## src/rtl/clks_pkg.sv

```systemverilog
// Shared definitions for the clks divider, its sequencer and any consumer that
// aligns to divided-clock edges.
package clks_pkg;

   typedef enum logic [1:0] {
      IDLE   = 2'd0,
      SETTLE = 2'd1,
      RUN    = 2'd2,
      DRAIN  = 2'd3
   } clks_state_t;

   localparam int CLKS_PERIOD  = 8;
   localparam int CLKS_PHASE_W = 3;

   // A rate ticks on the last fast cycle before its divided clock rises.
   localparam logic [2:0] TICK40_MASK = 3'b001;
   localparam logic [2:0] TICK20_MASK = 3'b011;
   localparam logic [2:0] TICK10_MASK = 3'b111;

   function automatic logic tick_hit(input logic [2:0] ph, input logic [2:0] mask);
      return (ph & mask) == mask;
   endfunction

endpackage

```

## src/rtl/clks_phase.sv

```systemverilog
// Mirrored phase counter of the clks divider with per-rate tick strobes.
// Ticks are registered from the next phase value so every output is a flop.
module clks_phase
   import clks_pkg::*;
#(
   parameter int PHASE_W = CLKS_PHASE_W
) (
   input  logic               clk,
   input  logic               rst,
   input  logic               en,
   input  logic               clr,
   output logic [PHASE_W-1:0] phase,
   output logic               tick40,
   output logic               tick20,
   output logic               tick10
);

   localparam logic [PHASE_W-1:0] M40 = PHASE_W'(TICK40_MASK);
   localparam logic [PHASE_W-1:0] M20 = PHASE_W'(TICK20_MASK);
   localparam logic [PHASE_W-1:0] M10 = PHASE_W'(TICK10_MASK);

   logic [PHASE_W-1:0] phase_nxt;

   always_comb begin
      phase_nxt = phase;
      if (clr) begin
         phase_nxt = '0;
      end else if (en) begin
         phase_nxt = phase + PHASE_W'(1);
      end
   end

   always_ff @(posedge clk or negedge rst) begin
      if (!rst) begin
         phase  <= '0;
         tick40 <= 1'b0;
         tick20 <= 1'b0;
         tick10 <= 1'b0;
      end else begin
         phase  <= phase_nxt;
         tick40 <= (phase_nxt & M40) == M40;
         tick20 <= (phase_nxt & M20) == M20;
         tick10 <= (phase_nxt & M10) == M10;
      end
   end

endmodule

```

## src/rtl/clks_ctrl.sv

```systemverilog
// Sequencer for the clks divider: settle after reset release, run, and halt
// only at the end of a full period so all divided clocks stop low.
//
//   state  | meaning
//   IDLE   | divider held in reset, disabled
//   SETTLE | reset released, waiting SETTLE_CYC cycles before enable
//   RUN    | divider enabled, divided clocks valid (ready)
//   DRAIN  | stop accepted, running out the period until phase 7
module clks_ctrl
   import clks_pkg::*;
#(
   parameter int SETTLE_CYC = 4,
   parameter int PHASE_W    = CLKS_PHASE_W
) (
   input  logic               clk,
   input  logic               rst,
   input  logic               start,
   input  logic               stop,
   output logic               divRst,
   output logic               divEnb,
   output logic               ready,
   output logic               busy,
   output logic [PHASE_W-1:0] phase,
   output logic               tick40,
   output logic               tick20,
   output logic               tick10
);

   localparam int                CNT_W       = $clog2(SETTLE_CYC + 1);
   localparam logic [CNT_W-1:0]  SETTLE_LAST = CNT_W'(SETTLE_CYC - 1);

   clks_state_t      state, state_nxt;
   logic [CNT_W-1:0] settle_cnt, settle_cnt_nxt;
   logic             phase_end;
   logic             running, running_nxt;

   assign phase_end   = &phase;
   assign running     = (state == RUN) || (state == DRAIN);
   assign running_nxt = (state_nxt == RUN) || (state_nxt == DRAIN);

   always_comb begin
      state_nxt      = state;
      settle_cnt_nxt = settle_cnt;
      case (state)
         IDLE: begin
            settle_cnt_nxt = '0;
            if (start && !stop) begin
               state_nxt = SETTLE;
            end
         end
         SETTLE: begin
            if (stop) begin
               state_nxt      = IDLE;
               settle_cnt_nxt = '0;
            end else if (settle_cnt == SETTLE_LAST) begin
               state_nxt      = RUN;
               settle_cnt_nxt = '0;
            end else begin
               settle_cnt_nxt = settle_cnt + CNT_W'(1);
            end
         end
         RUN: begin
            if (stop) begin
               state_nxt = phase_end ? IDLE : DRAIN;
            end
         end
         DRAIN: begin
            if (phase_end) begin
               state_nxt = IDLE;
            end
         end
         default: begin
            state_nxt = IDLE;
         end
      endcase
   end

   // Outputs are registered from the next state so they never glitch.
   always_ff @(posedge clk or negedge rst) begin
      if (!rst) begin
         state      <= IDLE;
         settle_cnt <= '0;
         divRst     <= 1'b1;
         divEnb     <= 1'b0;
         ready      <= 1'b0;
         busy       <= 1'b0;
      end else begin
         state      <= state_nxt;
         settle_cnt <= settle_cnt_nxt;
         divRst     <= (state_nxt == IDLE);
         divEnb     <= running_nxt;
         ready      <= (state_nxt == RUN);
         busy       <= (state_nxt != IDLE);
      end
   end

   clks_phase #(
      .PHASE_W (PHASE_W)
   ) u_phase (
      .clk    (clk),
      .rst    (rst),
      .en     (running),
      .clr    (!running_nxt),
      .phase  (phase),
      .tick40 (tick40),
      .tick20 (tick20),
      .tick10 (tick10)
   );

endmodule

```

## config.mk

```make
export PLATFORM = sky130hd
export DESIGN_NAME = clks_ctrl
export DESIGN_NICKNAME = d
export VERILOG_FILES = /design/src/rtl/clks_pkg.sv /design/src/rtl/clks_phase.sv /design/src/rtl/clks_ctrl.sv
export SDC_FILE = /design/constraint.sdc
export NUM_CORES = 1
export LEC_CHECK = 0
export BUFFER_PORTS_ARGS = -buffer_cell sky130_fd_sc_hd__buf_2
export CAP_MARGIN = 10
export CORE_AREA = 4 4 41 43
export CTS_CLUSTER_SIZE = 10
export DETAILED_ROUTE_END_ITERATION = 16
export DIE_AREA = 0 0 45 47
export PLACE_DENSITY = 0.71
export SLEW_MARGIN = 20
export SYNTH_ARGS = -nofsm -noshare
export SYNTH_HDL_FRONTEND = slang
export SYNTH_HIERARCHICAL = 1
export SYNTH_SLANG_ARGS = --single-unit
```

## constraint.sdc

```tcl
create_clock -name clk -period 3.3 [get_ports clk]
set_input_delay 0.66 -clock clk [delete_from_list [all_inputs] [get_ports clk]]
set_output_delay 0.66 -clock clk [all_outputs]
set_load 0.02 [all_outputs]
```

## After elaboration in Yosys (flattened, before gate mapping)

Cells that the tools add are included.

- Register bits: 15
- Word-level logic and storage cells: 41
- Output and inout bits: 10
- Input port bits: 4

- Equal/unequal tests: 8
- Muxes and demuxes: 12
- Add/subtract/negate cells: 2
- Reduce and logical (&&, ||, !) cells: 9

Operators with widths:

| kind | number |
|---|---|
| $mux 2 | 6 |
| $mux 3 | 4 |
| $eq 2x2->1 const B | 5 |
| $pmux 2 s4 | 1 |
| $add 3x1->3 const B | 2 |
| $pmux 3 s2 | 1 |
| $logic_not 2->1 | 2 |
| $reduce_bool 2->1 | 2 |
| $eq 3x2->1 const B | 1 |
| $eq 3x3->1 const B | 1 |
| $reduce_and 3->1 | 1 |
| $eq 2x1->1 const B | 1 |
| $logic_or 1x1->1 | 2 |
| $logic_and 1x1->1 | 1 |
| $logic_not 1->1 | 1 |

## Depth between registers and ports, before layout

Gate-level depths: netlist (run 1).

- Word-level depth: 8
- Gate-level depth with buffers: 4
- Gate-level depth less buffers: 4

## By module

Netlist (run 1), hierarchy kept.

Modules (own cells, without submodules):

| module | sequential area each (um2) | area each (um2) | times used | cells each |
|---|---|---|---|---|
| clks_ctrl | 201.4 | 415.4 | 1 | 37 |
| clks_phase | 125.1 | 232.7 | 1 | 18 |

## Worst setup path after synthesis (run 1)

No wires, ideal clock.

- Path type: input to register
- Start: in stop
- End: reg u_phase.phase[0]
- Path buffers: 1
- Stages: 4
- Setup time: 0.136 ns
- Data required time: 3.164 ns
- Path slack: 1.790 ns
- Data arrival time: 1.374 ns
- Cell sequence: buf_2 -> o2111ai_1 -> a22oi_1 -> nor2_1

- Longest elaborated chain between the ends: 7
- Elaborated cells between the ends (all ways): 10
- Those cells by class: 2 x eq/ne; 5 x mux; 3 x reduce/logical

Ends and longest elaborated chain:

| what | RTL line | text |
|---|---|---|
| from (decl) | clks_ctrl.sv:18 | `input logic stop,` |
| $logic_not 1->1 | clks_ctrl.sv:47 | `if (start && !stop) begin` |
| $logic_and 1x1->1 | clks_ctrl.sv:47 |  |
| $mux 2 | clks_ctrl.sv:47 |  |
| $pmux 2 s4 (*) | clks_ctrl.sv:44 | `case (state)` |
| $eq 2x2->1 | clks_ctrl.sv:39 | `assign running_nxt = (state_nxt == RUN) \|\| (state_nxt == DRAIN);` |
| $logic_or 1x1->1 (*) | clks_ctrl.sv:39 |  |
| $mux 3 (*) | clks_phase.sv:26 | `if (clr) begin` |
| net u_phase.phase_nxt[0] | clks_phase.sv:22 | `logic [PHASE_W-1:0] phase_nxt;` |
| to (signal assigned) | clks_phase.sv:40 | `phase <= phase_nxt;` |
| to (decl) | clks_phase.sv:12 | `output logic [PHASE_W-1:0] phase,` |

Mark *: on every way through the listed nets, which the timed path passes. The rest lies on a longest branch.
A chain may end at the register's enable or synchronous reset.

## Final worst setup path (run 1)

- Start: reg divEnb
- End: out divEnb

RTL lines:

| what | RTL line | text |
|---|---|---|
| from (decl) | clks_ctrl.sv:20 | `output logic divEnb,` |
| from (signal assigned) | clks_ctrl.sv:91 | `divEnb <= running_nxt;` |

No word-level cell between the ends.

==> results of run 1 <==
-- cell families (layout without fill, tap and decap cells) --
group	after synthesis	count (layout)	share of synthesized area (%)
AOI/OAI and AO/OA	17	17	20.66
xor gates and xnor gates	1	1	1.352
adders and majority gates	2	2	3.860
buffers and inverters	6	18	5.982
DFF	13	13	50.39
muxes	1	1	1.544
and+or+nand+nor	15	15	16.22
-- metal layers --
metal	share of wire, %	track usage (%)
met5	0	0
met4	3.5	14.62
met3	6.7	4.981
met2	42	17.23
met1	47	14.83
-- path summary, 6_finish.rpt --
check                              start        endpoint  slack [ns]
setup / recovery                  divEnb          divEnb        1.31
setup reg to reg                  divEnb  u_phase/tick20        1.73
hold / removal                       rst            busy        0.25
max in group asynchronous            rst          divRst        2.78
min in group clk           settle_cnt[1]   settle_cnt[1]        0.51
hold reg to reg            settle_cnt[1]   settle_cnt[1]        0.51
-- where the power goes --
group | total (mW) | switching, mW | leakage, nW | internal (mW)
Clock | 0.0997 | 0.0527 | 0.0150 | 0.0470
Combinational | 0.0239 | 0.0131 | 0.147 | 0.0108
Sequential | 0.170 | 0.00615 | 0.174 | 0.164
-- flip-flops by register name, indices dropped and copies added (netlist names) --
name and cells:
u_phase/tick20 1, u_phase/phase 3, ready 1, divRst 1, u_phase/tick10 1, settle_cnt 3, state 1, divEnb 1
busy 1
-- final cells by class --
cell class	count	area, um^2
clock buffer	4	26.28
fill	118	578.1
inverter	1	3.754
multi-input combinational	36	282.8
sequential	13	326.6
tap	15	18.77
timing repair buffer	13	65.06
-- cell usage after synthesis, types with 2 or more instances --
| library cell | instances | share of area [%] |
|---|---|---|
| sky130_fd_sc_hd__a21oi_1 | 4 | 3.1 |
| sky130_fd_sc_hd__buf_4 | 2 | 2.3 |
| sky130_fd_sc_hd__dfrtp_1 | 12 | 46 |
| sky130_fd_sc_hd__ha_1 | 2 | 3.9 |
| sky130_fd_sc_hd__nand3b_1 | 4 | 4.6 |
| sky130_fd_sc_hd__nor2_1 | 2 | 1.2 |
| sky130_fd_sc_hd__nor3b_1 | 2 | 2.3 |
| sky130_fd_sc_hd__o21a_1 | 2 | 2.3 |
==> run summary, run 1 <==
The flow ran to the end, and the final reports show no timing, DRC or antenna violations. The count of non-filler cells in the finished layout was 82. The die is 45 um wide. The logs give 0 for the number of nets with antenna violations after routing and 55.58% for the final core utilization. The clock transition at the registers of the reported paths was 0.08 ns.

Setup slack closes at 1.312 ns. The logs give 49.81% for the effective utilization at floorplan and 0 for the number of gates resized after cts. The synthesized netlist net count was 61; the number of maximum-capacitance violations was 0. The global routing usage summed across all routing layers was 12.94%; the number of sinks handled by clock tree synthesis was 13.

The number of antenna violations at the first check in global routing came out at 0. Setup violations remaining at the end of the flow were counted as 0. For this run, the slowest stage of the critical path takes 0.76 ns. The worst setup path is captured at an output port.

The logs give 2115 um^2 for the floorplan die area and 789.3 um for the HPWL reported at the end of detailed placement. The final period utilization came out at 60.25%. After detailed routing, the number of remaining DRC violations is 0. The run gives 23 as the largest net degree at the start of global routing. The average vias per placed instance came out at 5.500. Setup repair after global routing left no endpoint under its margin. The core area was 1301 um^2. The run gives 0 as the max-slew violation total from the final report.

Clock tree synthesis selected as its root buffer the cell sky130_fd_sc_hd__clkbuf_4. Average cell area after synthesis: 11.78 um^2. For this block, the routed nets add up to 1.149 mm of wire.

The finished cells cover 723.2 um^2. The floorplan has 13 rows. The largest fanout of any net on the critical path is 22. The share of flip-flops with an asynchronous set or reset was 100.0%; the post-synthesis instance total was 55. The number of hold-slack violations in the final timing report was 0. At the worst endpoint, the arrival time is 1.33 ns. The number of cells on the worst reg-to-reg path is 3. On the critical path, the stage with the largest delay is an instance of sky130_fd_sc_hd__dfrtp_1. The critical path goes through buf_2. In the layout the commonest cells are sky130_fd_sc_hd__buf_2 (13), sky130_fd_sc_hd__dfrtp_1 (12), sky130_fd_sc_hd__nand3b_1 (4), sky130_fd_sc_hd__a21oi_1 (4), sky130_fd_sc_hd__clkbuf_4 (3). In the final routed layout, each cell accounts on average for 14.01 um. Leaving out fill and tap cells, the most frequent cell in the layout is sky130_fd_sc_hd__buf_2.

The worst slack on hold paths is 0.2475 ns, and the global-route wire length before repair is 1.821 mm. The count of port buffers added during placement is 13, and the antenna diode count is 0. Cell area after synthesis: 648.1 um^2. The most used flip-flop cell after synthesis is sky130_fd_sc_hd__dfrtp_1.

Dividing total power by cell area gives a power density of 405.7 nW/um^2. For this run, the number of Yosys warnings is 6. For the worst setup path, the data required time is 2.64 ns. The congestion estimate from routability-driven global placement came to 0.7270. The tools report the total placed instance area as 696.9 um^2. The sequential share of the synthesized area is 50.39%, and the worst-case headroom to the max-slew limit is 56.69%.

Counting distinct cell types in the post-synthesis netlist gives 33. The total CTS buffers was 3. The critical path in this run is classified as flop to output port. Timing analysis after detailed placement gives a worst setup slack of 1.614 ns. The tools report the aggregate negative setup slack as 0 ns. TritonCTS built the clock tree. The leakage power was 0.3363 nW; the area growth from synthesis to layout was 11.58%.

Summed over all layers, the global routing overflow is 0. At the pin with the least slew margin, the transition time is 0.6496 ns. Grouping stages by cell kind, the critical path spends the most delay in flip-flops.

During I/O placement, the number of pins put on the boundary was 14. Clock latency on the worst-skew pair, taken at its later pin, is 0.28 ns. The total via count after detailed routing is 451, and the number of nets at the end of the flow is 74.

The number of global-route vias before repair is 438, and the critical path depth in cells is 1. In this run, placement finished with an instance count of 78. Cells with a size suffix above 1 make up 31.34% of the layout. The classification of the worst-slack hold path was input pin to asynchronous set/reset pin. The worst setup path is launched from a flop.

The logs give 1 for the depth of the CTS H-tree and 2 for the number of buffers on the longest clock path. The number of synthesized flops with an enable pin is 0, and the largest voltage drop on the vdd net is 0.0001662 V. For the maximum clock frequency, the log shows 0.5030 GHz. The tools report the overall power as 0.2934 mW. The total setup buffers inserted after CTS was 0; the total buffers and inverters traversed by the critical path was 1. The smallest clock period supported by the final layout is computed as 1.988 ns.

The worst clock skew was 0.003091 ns. The number of buffers inserted for hold repair after clock tree synthesis came out at 0. After synthesis the netlist holds a flip-flop and latch count of 13. The length of the first detailed-routing pass in iterations came out at 4.

The run gives 8 as the count of routing violations after the opening detailed-route iteration. The die span in y came out at 47 um.
(Power assumes the default switching activity.)
==> inputs of run 2 (changes only) <==
--- a/config.mk
+++ b/config.mk
@@ -7,11 +7,11 @@
 export LEC_CHECK = 0
 export BUFFER_PORTS_ARGS = -buffer_cell sky130_fd_sc_hd__buf_2
 export CAP_MARGIN = 10
-export CORE_AREA = 4 4 41 43
+export CORE_MARGIN = 4
+export CORE_UTILIZATION = 45
 export CTS_CLUSTER_SIZE = 10
 export DETAILED_ROUTE_END_ITERATION = 16
-export DIE_AREA = 0 0 45 47
-export PLACE_DENSITY = 0.71
+export PLACE_DENSITY = 0.69
 export SLEW_MARGIN = 20
 export SYNTH_ARGS = -nofsm -noshare
 export SYNTH_HDL_FRONTEND = slang
==> constraint.sdc (replaced) <==
create_clock -name clk -period 1.6 [get_ports clk]
set_input_delay 0.32 -clock clk [delete_from_list [all_inputs] [get_ports clk]]
set_output_delay 0.32 -clock clk [all_outputs]
set_load 0.02 [all_outputs]
==> run summary, run 2 (same netlist as run 1, synthesis figures left out) <==
The number of nets at the end of the flow came out at 78 (was 74). The critical path depth in cells is 2 (was 1). Cells traversed along the worst timing path: buf_4 -> buf_2 (was buf_2). The width of the die is 45.95 um (was 45 um), and the worst clock skew is 0.004477 ns (was 0.003091 ns). The core area came out at 1334 um^2 (was 1301 um^2). The post-detailed-route DRC marker count was 0 (unchanged). The run gives 0.3563 nW (was 0.3363 nW) as the leakage power.

The final core utilization was 56.66% (was 55.58%). The number of setup violations in the final report was 0 (unchanged); the number of sinks handled by clock tree synthesis was 13 (unchanged). The classification of the worst-slack hold path was input pin to flop (was input pin to asynchronous set/reset pin).

For the effective utilization at floorplan, the log shows 48.59% (was 49.81%). HPWL reported at the end of detailed placement: 867.5 um (was 789.3 um). The met2 routed wirelength is 499 um (was 487 um), and the critical path data required time is 1.28 ns (was 2.64 ns).

Most frequent cells in the layout: sky130_fd_sc_hd__buf_2 (13), sky130_fd_sc_hd__dfrtp_1 (12), sky130_fd_sc_hd__nand3b_1 (4), sky130_fd_sc_hd__a21oi_1 (4) (was sky130_fd_sc_hd__buf_2 (13), sky130_fd_sc_hd__dfrtp_1 (12), sky130_fd_sc_hd__nand3b_1 (4), sky130_fd_sc_hd__a21oi_1 (4), sky130_fd_sc_hd__clkbuf_4 (3)). The die span in y works out to 45.95 um (was 47 um). The run gives 68 um (was 77 um) as the met3 wirelength from detailed routing.

The category of the most critical setup path is flop to output port (unchanged). The logs give 2 (unchanged) for the number of buffers on the longest clock path and 0 (unchanged) for the max-slew violation total from the final report. The tools report the placer's final routability congestion estimate as 0.7309 (was 0.7270).

For the number of gates resized after cts, the log shows 0 (unchanged). The average wire per cell in the routed design was 13.69 um (was 14.01 um); the largest net degree at the start of global routing was 14 (was 23). The global routing usage summed across all routing layers was 13.57% (was 12.94%). The total setup buffers inserted after CTS is 0 (unchanged).

The largest fanout of any net on the critical path is 10 (was 22). Largest regs: settle_cnt x3, u_phase/phase x3 (unchanged). The flow ran to the end, and the final reports show no timing, DRC or antenna violations.

The final period utilization is 90.99%. The tools report the data arrival time at the worst-slack endpoint as 1.14 ns (was 1.33 ns). The run gives 129 (was 118) as the number of fill cells. The maximum single-stage delay on the critical path came out at 0.48 ns (was 0.76 ns).

The footprint of the multi-input gates came out at 282.8 um^2 (unchanged). Depth of the CTS H-tree: 1 (unchanged). Setup repair after global routing left no endpoint under its margin.

The proportion of total power due to net switching came out at 24.15% (was 24.51%). TritonCTS built the clock tree. The number of hold-slack violations in the final timing report was 0 (unchanged). The critical path capture point type is an output port (unchanged). The sort of element at the start of the critical path is a flop (unchanged). The run gives 1.177 mm (was 1.149 mm) as the routed wire length. The logs give 0.27 ns (was 0.28 ns) for the clock latency of the later-clocked register in the worst-skew pair and 326.6 um^2 (unchanged) for the sequential standard cell area. Subtracting the final worst setup slack from the clock period gives 1.456 ns.

The tools report the floorplan row count as 13 (unchanged). The power per cell area was 807.2 nW/um^2 (was 405.7 nW/um^2); the clock transition at the registers of the reported paths was 0.08 ns (about the same). The clock share of power came out at 33.2% (was 34.0%). The count of routing violations after the opening detailed-route iteration is 6 (was 8), and the aggregate negative setup slack is 0 ns (unchanged). The tools report the number of antenna violations at the first check in global routing as 0 (unchanged).

The count of port buffers added during placement is 13 (unchanged), and the transition time at the pin with the least slew margin is 0.4493 ns (was 0.6496 ns). The logs give 0.1473 mW (was 0.07191 mW) for the net load switching power and 70.04% (was 56.69%) for the worst-case headroom to the max-slew limit. The average vias per placed instance was 5.558 (was 5.500). The area growth from synthesis to layout was 16.60% (was 11.58%); the length of the first detailed-routing pass in iterations was 3 (was 4). The clock root buffer was sky130_fd_sc_hd__clkbuf_4 (unchanged). The logs give 594 um (was 543 um) for the length of routed wiring on met1 and 0 (unchanged) for the number of maximum-capacitance violations.

The tools report the largest voltage drop on the vdd net as 0.0004455 V (was 0.0001662 V). The internal cell power was 0.4627 mW (was 0.2215 mW); the number of global-route vias before repair was 447 (was 438). The total buffers and inverters traversed by the critical path works out to 2 (was 1).

For the register share of total power, the log shows 56.3% (was 57.9%). Most common cell after layout, fill and taps aside: sky130_fd_sc_hd__buf_2 (unchanged). For the number of buffers inserted for hold repair after clock tree synthesis, the log shows 1 (was 0). The number of nets with antenna violations after routing came out at 0 (unchanged). The flop-to-flop setup slack is 0.22 ns (was 1.73 ns).

Largest delay contributor family on the critical path: flip-flops (unchanged). Slowest library cell on the worst path: sky130_fd_sc_hd__dfrtp_1 (unchanged). The count of boundary I/O pins was 14 (unchanged); the worst hold path cell count was 2. The logs give 0 (unchanged) for the antenna diode count and 1.987 mm (was 1.821 mm) for the global-route wire length before repair. The run gives 2111 um^2 (was 2115 um^2) as the floorplan die area. Based on the critical path, the design can be clocked at up to 0.6869 GHz. The highest metal layer with signal wires is met4 (unchanged). The number of cells traversed by the worst register-to-register path was 4 (was 3); the total CTS buffers was 3 (unchanged). The layout cell share with drive strength beyond 1 was 33.80% (was 31.34%); the total global routing overflow was 0 (unchanged).

Combinational fraction of design power: 10.5% (was 8.1%). The total via count after detailed routing is 478 (was 451).
-- run 2: routing by layer --
metal / vias up / GRT usage (%)
met3: 2 / 5.138
met1: 230 / 17.80
li1: 238 / -
met2: 8 / 19.23
met5: - / 0
met4: 0 / 6.818
-- run 2: worst reg2reg max path, stage by stage, from the launching register on --
cell,delay [ns]
sky130_fd_sc_hd__dfrtp_1,0.40
sky130_fd_sc_hd__ha_1,0.25
sky130_fd_sc_hd__nor2b_1,0.15
sky130_fd_sc_hd__a22oi_1,0.36
sky130_fd_sc_hd__nor2_1,0.09
-- run 2: stage by stage --
| step | hold WS, ns | setup WS, ns | std cells | total power [mW] | instance area (um^2) |
|---|---|---|---|---|---|
| 6_report | 0.3321 | 0.1442 | 86 | 0.6100 | 755.7 |
| 5_1_grt | 0.3314 | 0.06001 | 86 | 0.6402 | 755.7 |
| 4_1_cts | 0.3282 | 0.1346 | 86 | 0.6125 | 755.7 |
| 2_1_floorplan | 0.02441 | 0.1823 | 55 | 0.3931 | 648.1 |
| 3_5_place_dp | 0.2228 | 0.2180 | 81 | 0.4132 | 719.4 |
| 3_3_place_gp | 0.2197 | 0.2528 | 81 | 0.4120 | 719.4 |
-- run 2: power by group through the flow --
stage	sequential [mW]	combinational, mW	clock, mW
floorplan	0.356	0.0373	0
global placement	0.350	0.0620	0
detailed placement	0.350	0.0632	0
CTS	0.344	0.0649	0.204
global route	0.345	0.0712	0.224
finish	0.344	0.0639	0.202
-- run 2: path summary, 6_finish.rpt --
kind | endpoint | start
worst min register to register | settle_cnt[1] | settle_cnt[1]
worst min-delay path | ready | stop
worst max register to register | u_phase/phase[0] | settle_cnt[0]
min in group asynchronous | ready | rst
worst max-delay path | divEnb | divEnb
max in group asynchronous | divRst | rst
-- run 2: cell type report --
cell class / instances / share of cell area [%]
repair buffers: 17 / 12.91
clock buffers: 4 / 3.477
multi-input cells: 36 / 37.42
well taps: 15 / 2.483
inverters: 1 / 0.4967
flip-flops and latches: 13 / 43.21
==> inputs of run 3 (changes only) <==
--- a/config.mk
+++ b/config.mk
@@ -8,10 +8,10 @@
 export BUFFER_PORTS_ARGS = -buffer_cell sky130_fd_sc_hd__buf_2
 export CAP_MARGIN = 10
 export CORE_MARGIN = 4
-export CORE_UTILIZATION = 45
+export CORE_UTILIZATION = 44
 export CTS_CLUSTER_SIZE = 10
 export DETAILED_ROUTE_END_ITERATION = 16
-export PLACE_DENSITY = 0.69
+export PLACE_DENSITY = 0.67
 export SLEW_MARGIN = 20
 export SYNTH_ARGS = -nofsm -noshare
 export SYNTH_HDL_FRONTEND = slang
==> run summary, run 3 (same netlist as run 1, synthesis figures left out) <==
Largest regs: settle_cnt x3, u_phase/phase x3 (unchanged). The count of boundary I/O pins was 14 (unchanged); the data arrival time at the worst-slack endpoint was 1.16 ns (was 1.14 ns). For the placer's final routability congestion estimate, the log shows 0.7334 (was 0.7309). The global routing usage summed across all routing layers was 12.97% (was 13.57%). The number of nets at the end of the flow is 77 (was 78), and the layout cell share with drive strength beyond 1 is 32.86% (was 33.80%).

The run gives 0 (unchanged) as the post-detailed-route DRC marker count. The total setup buffers inserted after CTS was 0 (unchanged); the antenna diode count was 0 (unchanged). The run gives 1350 um^2 (was 1334 um^2) as the core area. Worst-case headroom to the max-slew limit: 72.32% (was 70.04%). Effective utilization at floorplan: 48.01% (was 48.59%).

The most common cell after layout, fill and taps aside is sky130_fd_sc_hd__buf_2 (unchanged). The aggregate negative setup slack is 0 ns (unchanged), and the global-route wire length before repair is 1.925 mm (was 1.987 mm). The transition time at the pin with the least slew margin works out to 0.4152 ns (was 0.4493 ns).

The floorplan die area came out at 2151 um^2 (was 2111 um^2). Number of gates resized after cts: 0 (unchanged). The logs give 13 (unchanged) for the number of sinks handled by clock tree synthesis and 0 (unchanged) for the total global routing overflow.

For the number of buffers on the longest clock path, the log shows 2 (unchanged). The number of nets with antenna violations after routing was 0 (unchanged). The leakage power is 0.3513 nW (was 0.3563 nW), and the final period utilization is 92.70% (was 90.99%). The number of hold-slack violations in the final timing report is 0 (unchanged).

Critical path capture point type: an output port (unchanged). The power per cell area was 804.5 nW/um^2 (was 807.2 nW/um^2); the total CTS buffers was 3 (unchanged). For the largest net degree at the start of global routing, the log shows 14 (unchanged). The tools report the sort of element at the start of the critical path as a flop (unchanged). The HPWL reported at the end of detailed placement was 815.2 um (was 867.5 um); the largest fanout of any net on the critical path was 9 (was 10). The max-slew violation total from the final report came out at 0 (unchanged). The placed instance count is 80 (was 81).

The minimum period implied by the final worst setup slack was 1.483 ns (was 1.456 ns); the floorplan row count was 13 (unchanged). The tools report the clock latency of the later-clocked register in the worst-skew pair as 0.27 ns (about the same). The run finished with clean final reports.

The largest voltage drop on the vdd net was 0.0003488 V (was 0.0004455 V). The clock root buffer was sky130_fd_sc_hd__clkbuf_4 (unchanged). Maximum clock frequency: 0.6742 GHz (was 0.6869 GHz).

Setup repair after global routing left no endpoint under its margin. Category of the most critical setup path: flop to output port (unchanged). The run gives 462 (was 478) as the total via count after detailed routing. Most frequent cells in the layout: sky130_fd_sc_hd__buf_2 (13), sky130_fd_sc_hd__dfrtp_1 (12), sky130_fd_sc_hd__nand3b_1 (4), sky130_fd_sc_hd__a21oi_1 (4), sky130_fd_sc_hd__clkbuf_4 (3) (was sky130_fd_sc_hd__buf_2 (13), sky130_fd_sc_hd__dfrtp_1 (12), sky130_fd_sc_hd__nand3b_1 (4), sky130_fd_sc_hd__a21oi_1 (4)). The count of port buffers added during placement works out to 13 (unchanged).

The count of routing violations after the opening detailed-route iteration is 10 (was 6). The clock transition at the registers of the reported paths works out to 0.08 ns (about the same). The count of non-filler cells in the finished layout is 85 (was 86), and the worst hold path cell count is 2 (unchanged). The die span in y was 46.38 um (was 45.95 um). The classification of the worst-slack hold path was input pin to flop (unchanged). The area growth from synthesis to layout is 15.44% (was 16.60%), and the number of global-route vias before repair is 458 (was 447).

TritonCTS built the clock tree. The tools report the critical path data required time as 1.28 ns (about the same). The average wire per cell in the routed design came out at 12.96 um (was 13.69 um). Average vias per placed instance: 5.435 (was 5.558).

The routed wire length is 1.102 mm (was 1.177 mm). Length of the first detailed-routing pass in iterations: 4 (was 3). The number of maximum-capacitance violations was 0 (unchanged); the overall power was 0.6019 mW (was 0.6100 mW). The number of antenna violations at the first check in global routing is 0 (unchanged). The number of cells traversed by the worst register-to-register path is 4 (unchanged), and the width of the die is 46.38 um (was 45.95 um). The depth of the CTS H-tree is 1 (unchanged). The logs give 0.0005501 ns (was 0.004477 ns) for the worst clock skew and 0 (unchanged) for the number of setup violations in the final report.
==> run 3: final cells by class <==
type                            count  area, um^2
Clock buffer                        4       26.28
Fill cell                         121       601.8
Inverter                            1       3.754
Multi-Input combinational cell     36       282.8
Sequential cell                    13       326.6
Tap cell                           15       18.77
Timing Repair Buffer               16       90.09
==> run 3: final timing paths <==
path | startpoint | end | slack, ns
max | divEnb | divEnb | 0.12
max in group asynchronous | rst | divRst | 0.87
min | stop | ready | 0.32
min in group asynchronous | rst | u_phase/tick10 | 0.46
min reg2reg | settle_cnt[1] | settle_cnt[1] | 0.51
max reg2reg | settle_cnt[0] | u_phase/phase[1] | 0.24
==> run 3: layer usage <==
metal | GRT usage (%) | vias to the layer above | part of all wire [%]
met2 | 19.51 | 10 | 43
met4 | 8.523 | 0 | 0.91
li1 | - | 232 | -
met5 | 0 | - | 0
met1 | 16.03 | 218 | 50
met3 | 3.516 | 2 | 5.9
==> run 3: per-stage QoR <==
stage                     util [%]  setup slack, ns  instance area (um^2)  hold WS (ns)
after CTS                    55.42           0.1056                 748.2        0.3071
after global placement       52.73           0.2519                 711.9        0.2174
after global routing         55.42          0.02315                 748.2        0.3220
after detailed placement     52.73           0.2504                 711.9        0.2172
after floorplan                  -           0.1823                 648.1       0.02441
final                        55.42           0.1167                 748.2        0.3215
==> run 3: worst max-delay path: stages (launching register included) <==
cell and delay [ns]:
sky130_fd_sc_hd__dfrtp_1 0.51, sky130_fd_sc_hd__buf_4 0.21, sky130_fd_sc_hd__buf_2 0.17
==> run 3: what timing repair did <==
item / in CTS / in global routing
hold endpoints to repair: 12 / 0
endpoints found under the setup margin: 0 / 0
hold buffers: 1 / 0
==> run 3: power breakdown <==
part	leakage (nW)	switching (mW)	internal, mW
clock	0.0150	0.101	0.0964
sequential	0.174	0.00912	0.338
combinational	0.162	0.0308	0.0263
total	0.351	0.141	0.461
